===== src/rtl/lsu_bus_master_pkg.sv =====
// ----------------------------------------------------------------------------
// lsu_bus_master_pkg
// Shared definitions for the load/store bus master:
//   - MIPS load/store opcodes (Ins[31:26])
//   - FSM state encodings (plain 2-bit constants, legacy compatible)
//   - access-size decode and opcode classification helpers
// No ports (package).
// ----------------------------------------------------------------------------
package lsu_bus_master_pkg;

  localparam logic [5:0] OP_LB  = 6'h20;
  localparam logic [5:0] OP_LH  = 6'h21;
  localparam logic [5:0] OP_LW  = 6'h23;
  localparam logic [5:0] OP_LBU = 6'h24;
  localparam logic [5:0] OP_LHU = 6'h25;
  localparam logic [5:0] OP_SB  = 6'h28;
  localparam logic [5:0] OP_SH  = 6'h29;
  localparam logic [5:0] OP_SW  = 6'h2B;

  localparam logic [1:0] ST_IDLE = 2'd0;
  localparam logic [1:0] ST_REQ  = 2'd1;
  localparam logic [1:0] ST_WAIT = 2'd2;
  localparam logic [1:0] ST_FIN  = 2'd3;

  typedef enum logic [1:0] {
    SZ_NONE = 2'd0,
    SZ_BYTE = 2'd1,
    SZ_HALF = 2'd2,
    SZ_WORD = 2'd3
  } lsu_size_e;

  function automatic lsu_size_e op_size(input logic [5:0] op);
    case (op)
      OP_LB, OP_LBU, OP_SB: return SZ_BYTE;
      OP_LH, OP_LHU, OP_SH: return SZ_HALF;
      OP_LW, OP_SW:         return SZ_WORD;
      default:              return SZ_NONE;
    endcase
  endfunction

  function automatic logic is_store(input logic [5:0] op);
    return (op == OP_SB) || (op == OP_SH) || (op == OP_SW);
  endfunction

  function automatic logic is_load(input logic [5:0] op);
    return (op == OP_LB) || (op == OP_LH) || (op == OP_LW) ||
           (op == OP_LBU) || (op == OP_LHU);
  endfunction

  function automatic logic is_mem_op(input logic [5:0] op);
    return is_load(op) || is_store(op);
  endfunction

  // Only LB and LH sign-extend; the U variants and LW do not.
  function automatic logic is_signed_load(input logic [5:0] op);
    return (op == OP_LB) || (op == OP_LH);
  endfunction

  function automatic logic is_misaligned(input logic [5:0] op, input logic [1:0] off);
    case (op_size(op))
      SZ_HALF: return off[0];
      SZ_WORD: return off != 2'b00;
      default: return 1'b0;
    endcase
  endfunction

endpackage


===== src/rtl/lsu_bus_master_if.sv =====
// ----------------------------------------------------------------------------
// lsu_bus_master_if
// Handshaked data-memory bus between the LSU (master) and the memory
// responder (slave).
//   mem_req    master->slave  request valid
//   mem_we     master->slave  1 = store, 0 = load
//   mem_addr   master->slave  word-aligned byte address
//   mem_be     master->slave  byte enables, bit i = lane i
//   mem_wdata  master->slave  lane-steered store data
//   mem_ack    slave->master  accept/complete, read data valid same cycle
//   mem_rdata  slave->master  read data
// ----------------------------------------------------------------------------
interface lsu_bus_master_if #(
  parameter int ADDR_W = 32
) ();
  logic              mem_req;
  logic              mem_we;
  logic [ADDR_W-1:0] mem_addr;
  logic [3:0]        mem_be;
  logic [31:0]       mem_wdata;
  logic              mem_ack;
  logic [31:0]       mem_rdata;

  modport master (
    output mem_req, mem_we, mem_addr, mem_be, mem_wdata,
    input  mem_ack, mem_rdata
  );

  modport slave (
    input  mem_req, mem_we, mem_addr, mem_be, mem_wdata,
    output mem_ack, mem_rdata
  );
endinterface


===== src/rtl/lsu_bus_master_lane_align.sv =====
// ----------------------------------------------------------------------------
// lsu_lane_align
// Purely combinational lane steering for the load/store unit.
//   op       in   6   load/store opcode
//   offset   in   2   byte offset Adr[1:0]
//   wdata    in   32  right-aligned store data
//   rdata    in   32  raw memory read word
//   be       out  4   byte enables (0 for non load/store opcodes)
//   wdata_o  out  32  store data replicated across the addressed lanes
//   ldata    out  32  selected lane, sign/zero-extended
// Low offset bits that do not fit the access size are ignored: halves use
// offset[1] only, words always use lane 0.
// ----------------------------------------------------------------------------
module lsu_lane_align
  import lsu_bus_master_pkg::*;
(
  input  logic [5:0]  op,
  input  logic [1:0]  offset,
  input  logic [31:0] wdata,
  input  logic [31:0] rdata,
  output logic [3:0]  be,
  output logic [31:0] wdata_o,
  output logic [31:0] ldata
);

  function automatic logic signed [31:0] sext8(input logic signed [7:0] b);
    logic signed [31:0] r;
    r = b;
    return r;
  endfunction

  function automatic logic signed [31:0] sext16(input logic signed [15:0] h);
    logic signed [31:0] r;
    r = h;
    return r;
  endfunction

  logic [7:0]  lane_b;
  logic [15:0] lane_h;

  assign lane_h = offset[1] ? rdata[31:16] : rdata[15:0];

  always_comb begin
    lane_b = rdata[7:0];
    case (offset)
      2'd1:    lane_b = rdata[15:8];
      2'd2:    lane_b = rdata[23:16];
      2'd3:    lane_b = rdata[31:24];
      default: lane_b = rdata[7:0];
    endcase
  end

  always_comb begin
    be      = 4'b0000;
    wdata_o = wdata;
    ldata   = rdata;
    case (op_size(op))
      SZ_BYTE: begin
        be      = 4'b0001 << offset;
        wdata_o = {4{wdata[7:0]}};
        ldata   = is_signed_load(op) ? sext8(lane_b) : {24'h0, lane_b};
      end
      SZ_HALF: begin
        be      = 4'b0011 << {offset[1], 1'b0};
        wdata_o = {2{wdata[15:0]}};
        ldata   = is_signed_load(op) ? sext16(lane_h) : {16'h0, lane_h};
      end
      SZ_WORD: begin
        be      = 4'b1111;
        wdata_o = wdata;
        ldata   = rdata;
      end
      default: ;
    endcase
  end

endmodule


===== src/rtl/lsu_bus_master.sv =====
// ----------------------------------------------------------------------------
// lsu_bus_master
// Load/store initiator between the MIPS datapath and a handshaked memory
// responder. One bus transaction per accepted start; loads return
// sign/zero-extended data on Rdata with the done pulse.
//   CLK     in   1       clock
//   RST     in   1       asynchronous active-low reset
//   start   in   1       pulse: sample Ins/Adr/Wdata and begin
//   Ins     in   32      instruction, opcode Ins[31:26]
//   Adr     in   ADDR_W  effective byte address
//   Wdata   in   32      right-aligned store data
//   busy    out  1       transaction in flight (REQ/WAIT)
//   done    out  1       one-cycle completion pulse
//   err     out  1       valid with done: timeout (or misalign trap)
//   Rdata   out  32      extended load data, held until next load completes
//   bus     master modport of lsu_bus_master_if
// Parameters: TIMEOUT_CYC (2..255) WAIT cycles before bus error, ADDR_W.
// Build option: define LSU_MISALIGN_TRAP_EN to complete misaligned half/word
// accesses with err=1 and no bus request; otherwise the offending low address
// bits are ignored.
// ----------------------------------------------------------------------------
module lsu_bus_master
  import lsu_bus_master_pkg::*;
#(
  parameter int TIMEOUT_CYC = 16,
  parameter int ADDR_W      = 32
) (
  input  logic              CLK,
  input  logic              RST,
  input  logic              start,
  input  logic [31:0]       Ins,
  input  logic [ADDR_W-1:0] Adr,
  input  logic [31:0]       Wdata,
  output logic              busy,
  output logic              done,
  output logic              err,
  output logic [31:0]       Rdata,
  lsu_bus_master_if.master  bus
);

  logic [1:0]        state, state_nx;
  logic [5:0]        op_r;
  logic [1:0]        off_r;
  logic [31:0]       wdata_r;
  logic [ADDR_W-1:0] addr_r;
  logic              we_r;
  logic [7:0]        timer;
  logic              err_r;
  logic [31:0]       rdata_r;

  logic [3:0]  be_w;
  logic [31:0] wdata_w;
  logic [31:0] ldata_w;

  logic [5:0] start_op;
  logic       accept;
  logic       trap;
  logic       in_bus;
  logic       ack_ok;
  logic       expire;
  logic       unused_ins;

  assign start_op   = Ins[31:26];
  assign unused_ins = ^Ins[25:0];

  // FIN accepts a new start as well, giving back-to-back transactions.
  assign accept = start && ((state == ST_IDLE) || (state == ST_FIN)) && is_mem_op(start_op);

`ifdef LSU_MISALIGN_TRAP_EN
  assign trap = is_misaligned(start_op, Adr[1:0]);
`else
  assign trap = 1'b0;
`endif

  assign in_bus = (state == ST_REQ) || (state == ST_WAIT);
  assign ack_ok = in_bus && bus.mem_ack;
  // Ack in the expiry cycle takes priority, so expire requires no ack.
  assign expire = (state == ST_WAIT) && !bus.mem_ack &&
                  (timer == 8'(TIMEOUT_CYC - 1));

  // Steering is driven from the captured request so bus outputs stay stable
  // for the whole transaction regardless of what the datapath does.
  lsu_lane_align u_align (
    .op      (op_r),
    .offset  (off_r),
    .wdata   (wdata_r),
    .rdata   (bus.mem_rdata),
    .be      (be_w),
    .wdata_o (wdata_w),
    .ldata   (ldata_w)
  );

  always_comb begin
    state_nx = state;
    case (state)
      ST_IDLE, ST_FIN: begin
        if (accept) state_nx = trap ? ST_FIN : ST_REQ;
        else        state_nx = ST_IDLE;
      end
      ST_REQ:  state_nx = bus.mem_ack ? ST_FIN : ST_WAIT;
      ST_WAIT: state_nx = (bus.mem_ack || expire) ? ST_FIN : ST_WAIT;
      default: state_nx = ST_IDLE;
    endcase
  end

  always_ff @(posedge CLK or negedge RST) begin
    if (!RST) begin
      state   <= ST_IDLE;
      op_r    <= '0;
      off_r   <= '0;
      wdata_r <= '0;
      addr_r  <= '0;
      we_r    <= 1'b0;
      timer   <= '0;
      err_r   <= 1'b0;
      rdata_r <= '0;
    end else begin
      state <= state_nx;

      if (accept) begin
        op_r    <= start_op;
        off_r   <= Adr[1:0];
        wdata_r <= Wdata;
        addr_r  <= {Adr[ADDR_W-1:2], 2'b00};
        we_r    <= is_store(start_op);
        err_r   <= trap;
      end else if (expire) begin
        err_r <= 1'b1;
      end

      if (state == ST_REQ)       timer <= '0;
      else if (state == ST_WAIT) timer <= timer + 8'd1;

      if (ack_ok && is_load(op_r)) rdata_r <= ldata_w;
    end
  end

  assign busy  = in_bus;
  assign done  = (state == ST_FIN);
  assign err   = err_r;
  assign Rdata = rdata_r;

  // mem_req decodes directly from state so an async reset drops it at once.
  assign bus.mem_req   = in_bus;
  assign bus.mem_we    = we_r;
  assign bus.mem_addr  = addr_r;
  assign bus.mem_be    = be_w;
  assign bus.mem_wdata = wdata_w;

endmodule


===== src/flat_wrapper.sv =====
// flat-port wrapper written by rule: the top's interface ports become plain ports
module lsu_bus_master_flat import lsu_bus_master_pkg::*;
#(
  parameter int TIMEOUT_CYC = 16,
  parameter int ADDR_W      = 32
)
  (CLK, RST, start, Ins, Adr, Wdata, busy, done, err, Rdata, bus_mem_req, bus_mem_we, bus_mem_addr, bus_mem_be, bus_mem_wdata, bus_mem_ack, bus_mem_rdata);
  lsu_bus_master_if #(.ADDR_W(ADDR_W)) bus_i ();
  input  logic CLK;
  input  logic RST;
  input  logic start;
  input  logic [31:0] Ins;
  input  logic [ADDR_W-1:0] Adr;
  input  logic [31:0] Wdata;
  output logic busy;
  output logic done;
  output logic err;
  output logic [31:0] Rdata;
  output wire logic [$bits(bus_i.mem_req)-1:0] bus_mem_req;
  output wire logic [$bits(bus_i.mem_we)-1:0] bus_mem_we;
  output wire logic [$bits(bus_i.mem_addr)-1:0] bus_mem_addr;
  output wire logic [$bits(bus_i.mem_be)-1:0] bus_mem_be;
  output wire logic [$bits(bus_i.mem_wdata)-1:0] bus_mem_wdata;
  input wire logic [$bits(bus_i.mem_ack)-1:0] bus_mem_ack;
  input wire logic [$bits(bus_i.mem_rdata)-1:0] bus_mem_rdata;
  assign bus_mem_req = bus_i.mem_req;
  assign bus_mem_we = bus_i.mem_we;
  assign bus_mem_addr = bus_i.mem_addr;
  assign bus_mem_be = bus_i.mem_be;
  assign bus_mem_wdata = bus_i.mem_wdata;
  assign bus_i.mem_ack = bus_mem_ack;
  assign bus_i.mem_rdata = bus_mem_rdata;
  lsu_bus_master #(.TIMEOUT_CYC(TIMEOUT_CYC), .ADDR_W(ADDR_W)) u_core (.CLK(CLK), .RST(RST), .start(start), .Ins(Ins), .Adr(Adr), .Wdata(Wdata), .busy(busy), .done(done), .err(err), .Rdata(Rdata), .bus(bus_i));
endmodule

===== config.mk =====
export PLATFORM = sky130hd
export DESIGN_NAME = lsu_bus_master_flat
export DESIGN_NICKNAME = d
export VERILOG_FILES = /design/src/rtl/lsu_bus_master_pkg.sv /design/src/rtl/lsu_bus_master_if.sv /design/src/rtl/lsu_bus_master_lane_align.sv /design/src/rtl/lsu_bus_master.sv /design/src/flat_wrapper.sv
export SDC_FILE = /design/constraint.sdc
export NUM_CORES = 1
export LEC_CHECK = 0
export CAP_MARGIN = 20
export CELL_PAD_IN_SITES_DETAIL_PLACEMENT = 0
export CELL_PAD_IN_SITES_GLOBAL_PLACEMENT = 1
export CORE_MARGIN = 10
export CORE_UTILIZATION = 33
export CTS_BUF_LIST = sky130_fd_sc_hd__clkbuf_8
export CTS_CLUSTER_DIAMETER = 40
export DETAILED_ROUTE_END_ITERATION = 10
export PLACE_DENSITY = 0.81
export SLEW_MARGIN = 30
export SYNTH_ARGS = -nofsm -noshare
export SYNTH_HDL_FRONTEND = slang
export SYNTH_SLANG_ARGS = --single-unit

===== constraint.sdc =====
create_clock -name CLK -period 3 [get_ports CLK]
set_input_delay 0.6 -clock CLK [delete_from_list [all_inputs] [get_ports CLK]]
set_output_delay 0.6 -clock CLK [all_outputs]
set_load 0.05 [all_outputs]

# Word-level counts from Yosys, hierarchy flattened
# Index checks and enable logic that the tools add are counted.
op_classes:
  shifts: 2
  magnitude_cmp: 0
  n_reduce_logical: 28
  n_mul: 0
  eq_ne: 26
  mux: 16
  bitwise_logic: 0
  div: 0
  addsub: 1
ops:
  columns: ["operator", "count"]
  rows:
  - ["$pmux W32 S2", 2]
  - ["$eq A6 B6 Y1 const B", 16]
  - ["$mux W32", 2]
  - ["$pmux W8 S3", 1]
  - ["$mux W16", 1]
  - ["$mux W8", 2]
  - ["$logic_or A1 B1 Y1", 14]
  - ["$eq A2 B2 Y1 const B", 6]
  - ["$pmux W2 S3", 2]
  - ["$pmux W4 S3", 1]
  - ["$add A8 B1 Y8 const B", 1]
  - ["$eq A8 B4 Y1 const B", 1]
  - ["$eq A2 B1 Y1 const B", 3]
  - ["$logic_and A1 B1 Y1", 6]
  - ["$reduce_or A3 Y1", 2]
  - ["$mux W1", 5]
  - ["$reduce_bool A2 Y1", 2]
  - ["$reduce_or A2 Y1", 2]
  - ["$shl A1 B2 Y4 const A", 1]
  - ["$shl A2 B2 Y4 const A", 1]
  - ["$logic_not A2 Y1", 1]
  - ["$logic_not A1 Y1", 1]
totals:
  rom_bits: 0
  output_inout_bits: 105
  word_cells: 82
  ramBits: 0
  latchBits: 0
  reg_bits: 114
  memories: 0

# Depth between registers and ports, before layout
# Gate-level depths: netlist (run 1).
depth:
  ltp_word: 9
  mapped_depth: 10

# Hierarchy
# Synthesis (run 1) repeated with hierarchy kept, for this count alone.
hier_totals:
  cells_unflattened: 487
  hier_area_um2: 5698.0
modules_own_cells:
  columns: ["module", "cells_each", "area_per_inst_um2", "n_inst"]
  rows:
  - ["lsu_bus_master", 283, 4455.5, 1]
  - ["lsu_lane_align", 204, 1242.4, 1]

# Worst setup path after synthesis (run 1)
# No wires, ideal clock.
synth_path:
  path_kind: "register to output"
  start: "register u_core.op_r[4]"
  end: "output bus_mem_wdata[29]"
  stages_incl_launch_ff: 9
  arrival_ns: 2.671
  n_path_buf: 1
  slack_ns: -0.271
  cell_sequence: "dfrtp_1 > nor2b_1 > o21a_1 > nand3_1 > inv_1 > ha_1 > clkbuf_1 > a22oi_1 > o21ai_0"
synth_between:
  elab_chain_cells: 5
  word_cells_on_any_way: 15
synth_rtl:
  columns: ["item", "line_no", "rtl"]
  rows:
  - ["start, declared", "lsu_bus_master.sv:42", "logic [5:0] op_r;"]
  - ["start signal, assigned", "lsu_bus_master.sv:121", "op_r <= start_op;"]
  - ["$eq A6 B6 Y1", "lsu_bus_master_pkg.sv:33", "case (op)"]
  - ["$reduce_or A3 Y1 / $reduce_or A2 Y1 (equally long branches)", "lsu_bus_master_pkg.sv:33", null]
  - ["$pmux W2 S3 *", "lsu_bus_master_pkg.sv:33", null]
  - ["$eq A2 B2 Y1 / $eq A2 B1 Y1 (equally long branches)", "lsu_bus_master_lane_align.sv:57", "case (op_size(op))"]
  - ["$pmux W32 S2 *", "lsu_bus_master_lane_align.sv:57", null]
  - ["end, declared", "flat_wrapper.sv:23", "output wire logic [$bits(bus_i.mem_wdata)-1:0] bus_mem_wdata;"]
# Mark *: on every way between the ends. The rest lies on a longest branch, timed or not.

# Final worst setup path (run 1)
layout_path:
  start: "register u_core.op_r[1]"
  end: "output bus_mem_be[3]"
layout_between:
  elab_chain_cells: 5
  word_cells_on_any_way: 16
layout_rtl:
  columns: ["item", "line_no", "rtl"]
  rows:
  - ["$eq A6 B6 Y1", "lsu_bus_master_pkg.sv:33", null]
  - ["$reduce_or A3 Y1 / $reduce_or A2 Y1 (equally long branches)", "lsu_bus_master_pkg.sv:33", null]
  - ["$pmux W2 S3 *", "lsu_bus_master_pkg.sv:33", null]
  - ["$eq A2 B2 Y1 / $eq A2 B1 Y1 (equally long branches)", "lsu_bus_master_lane_align.sv:57", null]
  - ["$pmux W4 S3 *", "lsu_bus_master_lane_align.sv:57", null]
  - ["end, declared", "flat_wrapper.sv:22", "output wire logic [$bits(bus_i.mem_be)-1:0] bus_mem_be;"]
# Marked as above.

==> impl_metrics.yaml, run 1 <==
synth:
  synth_area_per_cell_um2: 10.5
  ys_types: 46
  synth_edf_count: 0
  yosysSeqAreaShare_pct: 51.0
  yosys_warnings: 0
  synthesis.area_um2: 5600
  post-synth-top-area-cell: "sky130_fd_sc_hd__dfrtp_1"
  fraction_of_post_synthesis_cell_area_in_the_top_cell_type_by_area_pct: 51.0
  async_flop_share_pct: 100
  yosys-top-cells-count: "114 x sky130_fd_sc_hd__dfrtp_1, 72 x sky130_fd_sc_hd__mux2_2, 68 x sky130_fd_sc_hd__nand2_1, 35 x sky130_fd_sc_hd__o21ai_0, 32 x sky130_fd_sc_hd__a21oi_1"
  yosys_most_used_dff: "sky130_fd_sc_hd__dfrtp_1"
  synth.top_cells.by_area: "sky130_fd_sc_hd__dfrtp_1 51%, sky130_fd_sc_hd__mux2_2 14%, sky130_fd_sc_hd__nand2_1 4.6%"
  ys_seq_elements: 114
  syn-instance-count: 531
  synth_most_common_cell: "sky130_fd_sc_hd__dfrtp_1"
clock_network:
  clk_path_buf_depth: 2
  clock_transition_at_the_register_clock_pins_on_the_worst_setup_and_hold_paths_after_cts_ns: 0.07
  clk_latency_ns: 0.43
  tritoncts: "done"
  number_of_buffers_created_by_cts: 17
  cts_num_sinks: 114
  post_cts_hold_buffer_count: 0
  cts-htree-levels: 4
  clockRootBuffer: "sky130_fd_sc_hd__clkbuf_8"
global_routing:
  number_of_antenna_violations_at_the_first_check_in_global_routing: 0
  grt_pass1_wl_um: 28900
  grt_start_max_net_pins: 57
  gr_overflow_total: 0
  grt_pass1_vias: 5291
  track_usage_pct: 16.2
timing:
  timing.final.crit_share_pct: 97.4
  number_of_max_slew_violations_in_the_final_report: 0
  finalCriticalPeriod_ns: 2.92
  slew_headroom_pct: 50.1
  timing.final.setup_violations: 0
  fmax_mhz: 342
  setup_repair_after_global_routing_missed_its_margin: "yes"
  skew_ns: 0.00996
  timing_worst_slew_pin_value_ns: 0.741
  final-hold-violation-count: 0
placed_design:
  detailedPlacementHpwl_um: 14000
  post_dp_cell_area_um2: 8210
  gpl.final_weighted_congestion: 0.821
  port_buffers: 208
status:
  run_status: "finished clean"
drt:
  drcViolationCount: 0
  drtAntennaViolNets: 0
  route.final.wire_length_um: 18200
  detailedRoute.firstIterationViolations: 282
  detail_route.wl_per_cell_um: 18.6
  first_pass_iters: 4
  vias: 4826
  vias_per_cell: 4.95
die:
  start_util_pct: 33.7
  chipHeight_um: 150
  core_um2: 16600
  ios: 237
  fp-row-count: 47
  dieArea_um2: 22600
  die_w_um: 150
layout:
  fill_cells: 1437
  diodes: 0
  layout-drive-gt1-share_pct: 28.0
  nets: 882
  final_design_area_no_fill_um2: 8860
  areaGrowthSynthToFinish_pct: 58.4
hold_path:
  hold_path_class: "input port to async pin"
flow_run:
  cap_viol_max_count: 0
critical_path:
  crit-reg2reg-launch: "u_core.op_r[1]"
  setup.worst_path.end_class: "output pin"
  path_class: "flip-flop to output pin"
  critical_path_peak_fanout: 5
  startpoint_type: "flip-flop"
  cp_data_arrival_time_ns: 2.32
  critPathLaunch: "u_core.op_r[1]"
  worstPathRequired_ns: 2.40
[final cells by class]
cell class                      instances  area, um^2  area share, %
Timing Repair Buffer                  234        2610           29.4
Inverter                               12        51.3          0.579
Sequential cell                       114        2860           32.2
Multi-Input combinational cell        363        2640           29.8
Clock inverter                         11         160           1.81
Clock buffer                           20         275           3.11
Tap cell                              220         275           3.11
[layer usage]
layer | up-vias | GRT usage [%] | wire, um | part of all wire (%)
li1 | 2278 | - | - | -
met1 | 2388 | 18.2 | 7160 | 39
met2 | 146 | 27.3 | 9180 | 51
met3 | 14 | 7.53 | 1610 | 8.9
met4 | 0 | 4.08 | 209 | 1.2
met5 | - | 0 | 0 | 0
[worst max-delay path: stages (launching register included)]
cell                         delay, ns
sky130_fd_sc_hd__dfrtp_2          0.45
sky130_fd_sc_hd__xor2_1           0.15
sky130_fd_sc_hd__nor2_1           0.05
sky130_fd_sc_hd__o21a_2           0.23
sky130_fd_sc_hd__inv_2            0.09
sky130_fd_sc_hd__ha_4             0.19
sky130_fd_sc_hd__clkinvlp_4       0.18
sky130_fd_sc_hd__nand2_2          0.13
sky130_fd_sc_hd__a21oi_1          0.07
sky130_fd_sc_hd__nor2_1           0.18
sky130_fd_sc_hd__buf_12           0.17
[metrics by stage]
step	instances	utilization, %	hold WS, ns	setup slack, ns	setup TNS [ns]
global placement	935	49.5	0.443	0.156	0
CTS	969	52.7	0.111	0.00344	0
global route	974	53.4	0.125	-0.0856	-0.277
finish	974	53.4	0.120	0.0793	0
detailed placement	935	49.5	0.464	0.0736	0
floorplan	532	-	0.304	-0.247	-1.57
[cell families after synthesis]
kind of cell | count (synthesis) | share of synthesized area (%)
flip-flops | 114 | 51.0
adder cells (fa/ha/maj) | 8 | 1.79
multiplexers | 79 | 16.0
other | 1 | 0.0670
AND/OR/NAND/NOR | 164 | 14.2
buffers and inverters | 55 | 4.85
AO/OA/AOI/OAI | 107 | 11.7
XOR/XNOR | 3 | 0.470
[final timing paths]
path                       cells after the start  slack (ns)                end
max                                           10        0.08      bus_mem_be[3]
min                                            1        0.12  u_core.wdata_r[1]
max reg2reg                                   10        0.40   u_core.Rdata[10]
min reg2reg                                    1        0.48     u_core.op_r[5]
max in group asynchronous                      2        2.11     u_core.op_r[2]
min in group CLK                               1        0.48     u_core.op_r[5]
[flip-flops by register name, indices dropped and copies added, names as in the netlist]
signal,flops
u_core.err,1
u_core.op_r,6
u_core.state,2
u_core.off_r,2
u_core.wdata_r,32
u_core.Rdata,32
u_core.bus.mem_we,1
u_core.timer,8
u_core.bus.mem_addr,30
[repair_timing]
action                                  4_1_cts  5_1_grt
gates resized for setup                      23       24
setup buffers                                 3        5
endpoints found under the setup margin       28       28
pin swaps                                     3       11
[layout by cell type, fill, tap and decap left out, types with 6 or more instances in the layout]
| master | netlist | routed |
|---|---|---|
| sky130_fd_sc_hd__nor3_1 | 7 | 6 |
| sky130_fd_sc_hd__o21ai_2 | 0 | 9 |
| sky130_fd_sc_hd__clkbuf_8 | 0 | 20 |
| sky130_fd_sc_hd__buf_4 | 11 | 22 |
| sky130_fd_sc_hd__nand3_1 | 27 | 26 |
| sky130_fd_sc_hd__o21ai_1 | 0 | 7 |
| sky130_fd_sc_hd__mux2i_1 | 6 | 6 |
| sky130_fd_sc_hd__a21oi_1 | 32 | 29 |
| sky130_fd_sc_hd__a22o_1 | 8 | 6 |
| sky130_fd_sc_hd__mux2_2 | 72 | 72 |
| sky130_fd_sc_hd__buf_12 | 0 | 32 |
| sky130_fd_sc_hd__nand3_2 | 10 | 10 |
| sky130_fd_sc_hd__ha_1 | 8 | 6 |
| sky130_fd_sc_hd__o21ai_0 | 35 | 19 |
| sky130_fd_sc_hd__nor2_1 | 30 | 26 |
| sky130_fd_sc_hd__clkdlybuf4s50_1 | 0 | 179 |
| sky130_fd_sc_hd__a22oi_1 | 18 | 18 |
| sky130_fd_sc_hd__nand2_1 | 68 | 65 |
| sky130_fd_sc_hd__inv_1 | 12 | 9 |
| sky130_fd_sc_hd__dfrtp_1 | 114 | 112 |
Power of run 1 is left out: the tool's default activity adds up to more than one toggle a clock period on the data nets, which glitch-free logic cannot reach.
==> run 2, diff against run 1 <==
CORE_MARGIN = unset   (was 10)
==> impl_metrics.yaml, run 2 (synthesis results as in run 1) <==
timing:
  fmax_mhz: 348
  final-hold-violation-count: 0
  slew_headroom_pct: 47.9
  timing.final.setup_violations: 0
  timing.final.crit_share_pct: 95.8
  number_of_max_slew_violations_in_the_final_report: 0
  skew_ns: 0.00891
  timing_worst_slew_pin_value_ns: 0.782
  finalCriticalPeriod_ns: 2.87
global_routing:
  gr_util_met2_pct: 33.6
  most_crowded_layer_after_global_routing: "met2"
  grt_pass1_vias: 5070
  track_usage_pct: 19.6
  grt_pass1_wl_um: 26800
  gr_overflow_total: 0
  global_route.usage.met3_pct: 7.38
  grt_start_max_net_pins: 59
  fraction_of_met1_tracks_used_by_global_routing_pct: 22.7
  number_of_antenna_violations_at_the_first_check_in_global_routing: 0
placed_design:
  placed_cells: 939
  gpl.final_weighted_congestion: 0.812
  post_dp_cell_area_um2: 8240
  port_buffers: 208
  detailedPlacementHpwl_um: 12300
die:
  die_w_um: 132
  chipHeight_um: 132
  fp-row-count: 47
  ios: 237
  dieArea_um2: 17500
  core_um2: 16600
  start_util_pct: 33.7
clock_network:
  cts-htree-levels: 4
  clk_latency_ns: 0.43
  tritoncts: "done"
  post_cts_hold_buffer_count: 0
  clock_transition_at_the_register_clock_pins_on_the_worst_setup_and_hold_paths_after_cts_ns: 0.07
  cts_num_sinks: 114
  clockRootBuffer: "sky130_fd_sc_hd__clkbuf_8"
  number_of_buffers_created_by_cts: 17
  clk_path_buf_depth: 2
critical_path:
  cp_data_arrival_time_ns: 2.27
  crit-reg2reg-launch: "u_core.op_r[4]"
  critical_path_peak_fanout: 8
  critPathLaunch: "u_core.op_r[4]"
  setup.worst_path.end_class: "output pin"
  worstPathRequired_ns: 2.40
  timing.reg2reg.setup_slack_ns: 0.45
  worstReg2RegEnd: "u_core.Rdata[16]"
  crit_end: "bus_mem_wdata[8]"
  startpoint_type: "flip-flop"
  path_class: "flip-flop to output pin"
  reg2regPathDepth: 9
layout:
  nets: 882
  postLayoutCoreUtil_pct: 53.1
  fill_cells: 1468
  final_cells: 975
  final_design_area_no_fill_um2: 8810
  diodes: 0
  commonest_non_fill_non_tap_cell_in_the_layout: "sky130_fd_sc_hd__clkdlybuf4s50_1"
  areaGrowthSynthToFinish_pct: 57.4
  layout-drive-gt1-share_pct: 27.5
  highest_count_cells_in_the_layout_ignoring_fill_and_taps: "179 x sky130_fd_sc_hd__clkdlybuf4s50_1, 113 x sky130_fd_sc_hd__dfrtp_1, 72 x sky130_fd_sc_hd__mux2_2"
drt:
  drtAntennaViolNets: 0
  detailedRoute.firstIterationViolations: 241
  first_pass_iters: 4
  drcViolationCount: 0
  detail_route.wl_per_cell_um: 16.9
  vias: 4850
  vias_per_cell: 4.97
  route.final.wire_length_um: 16500
status:
  run_status: "finished clean"
flow_run:
  cap_viol_max_count: 0
hold_path:
  hold_path_class: "input port to async pin"
[run 2: final cells by class]
| cell class | instances | area (um^2) | share of cell area, % |
|---|---|---|---|
| clock buffer | 19 | 262 | 2.97 |
| inverter | 12 | 45.0 | 0.511 |
| multi-input combinational | 363 | 2600 | 29.5 |
| tap | 220 | 275 | 3.12 |
| timing repair buffer | 234 | 2610 | 29.7 |
| sequential | 114 | 2850 | 32.4 |
| clock inverter | 13 | 159 | 1.80 |
[run 2: layer usage]
metal / vias to the layer above / share of wire [%]
li1: 2283 / -
met1: 2385 / 40
met2: 163 / 50
met3: 19 / 8.1
met4: 0 / 1.4
met5: - / 0
[run 2: stage by stage]
stage / hold WS, ns / setup TNS [ns] / worst slack (ns)
floorplan: 0.304 / -1.57 / -0.247
global placement: 0.445 / 0 / 0.163
detailed placement: 0.453 / 0 / 0.122
CTS: 0.252 / 0 / 0.00588
global route: 0.288 / -0.357 / -0.0480
finish: 0.246 / 0 / 0.127
[run 2: how the worst min path moves through the flow]
stage	startpoint	end	slack, ns	cells past startpoint
CTS	RST	u_core.wdata_r[20]	0.25	1
global route	RST	u_core.wdata_r[19]	0.29	1
floorplan	RST	u_core.Rdata[0]	0.30	0
finish	RST	u_core.wdata_r[20]	0.25	1
global placement	u_core.op_r[5]	u_core.op_r[5]	0.44	1
detailed placement	u_core.op_r[5]	u_core.op_r[5]	0.45	1
[run 2: critical path: stages (launching register included)]
cell                      delay [ns]
sky130_fd_sc_hd__dfrtp_1        0.37
sky130_fd_sc_hd__nor2b_1        0.22
sky130_fd_sc_hd__o21a_1         0.17
sky130_fd_sc_hd__nand3_2        0.13
sky130_fd_sc_hd__ha_4           0.31
sky130_fd_sc_hd__nor2b_4        0.23
sky130_fd_sc_hd__a22o_1         0.25
sky130_fd_sc_hd__buf_12         0.15
[run 2: timing repair]
item,in CTS,in global routing
pin swaps,0,3
endpoints found under the setup margin,28,28
resized for setup,32,8
buffers inserted,0,4
Power of run 2 is left out for the same reason.
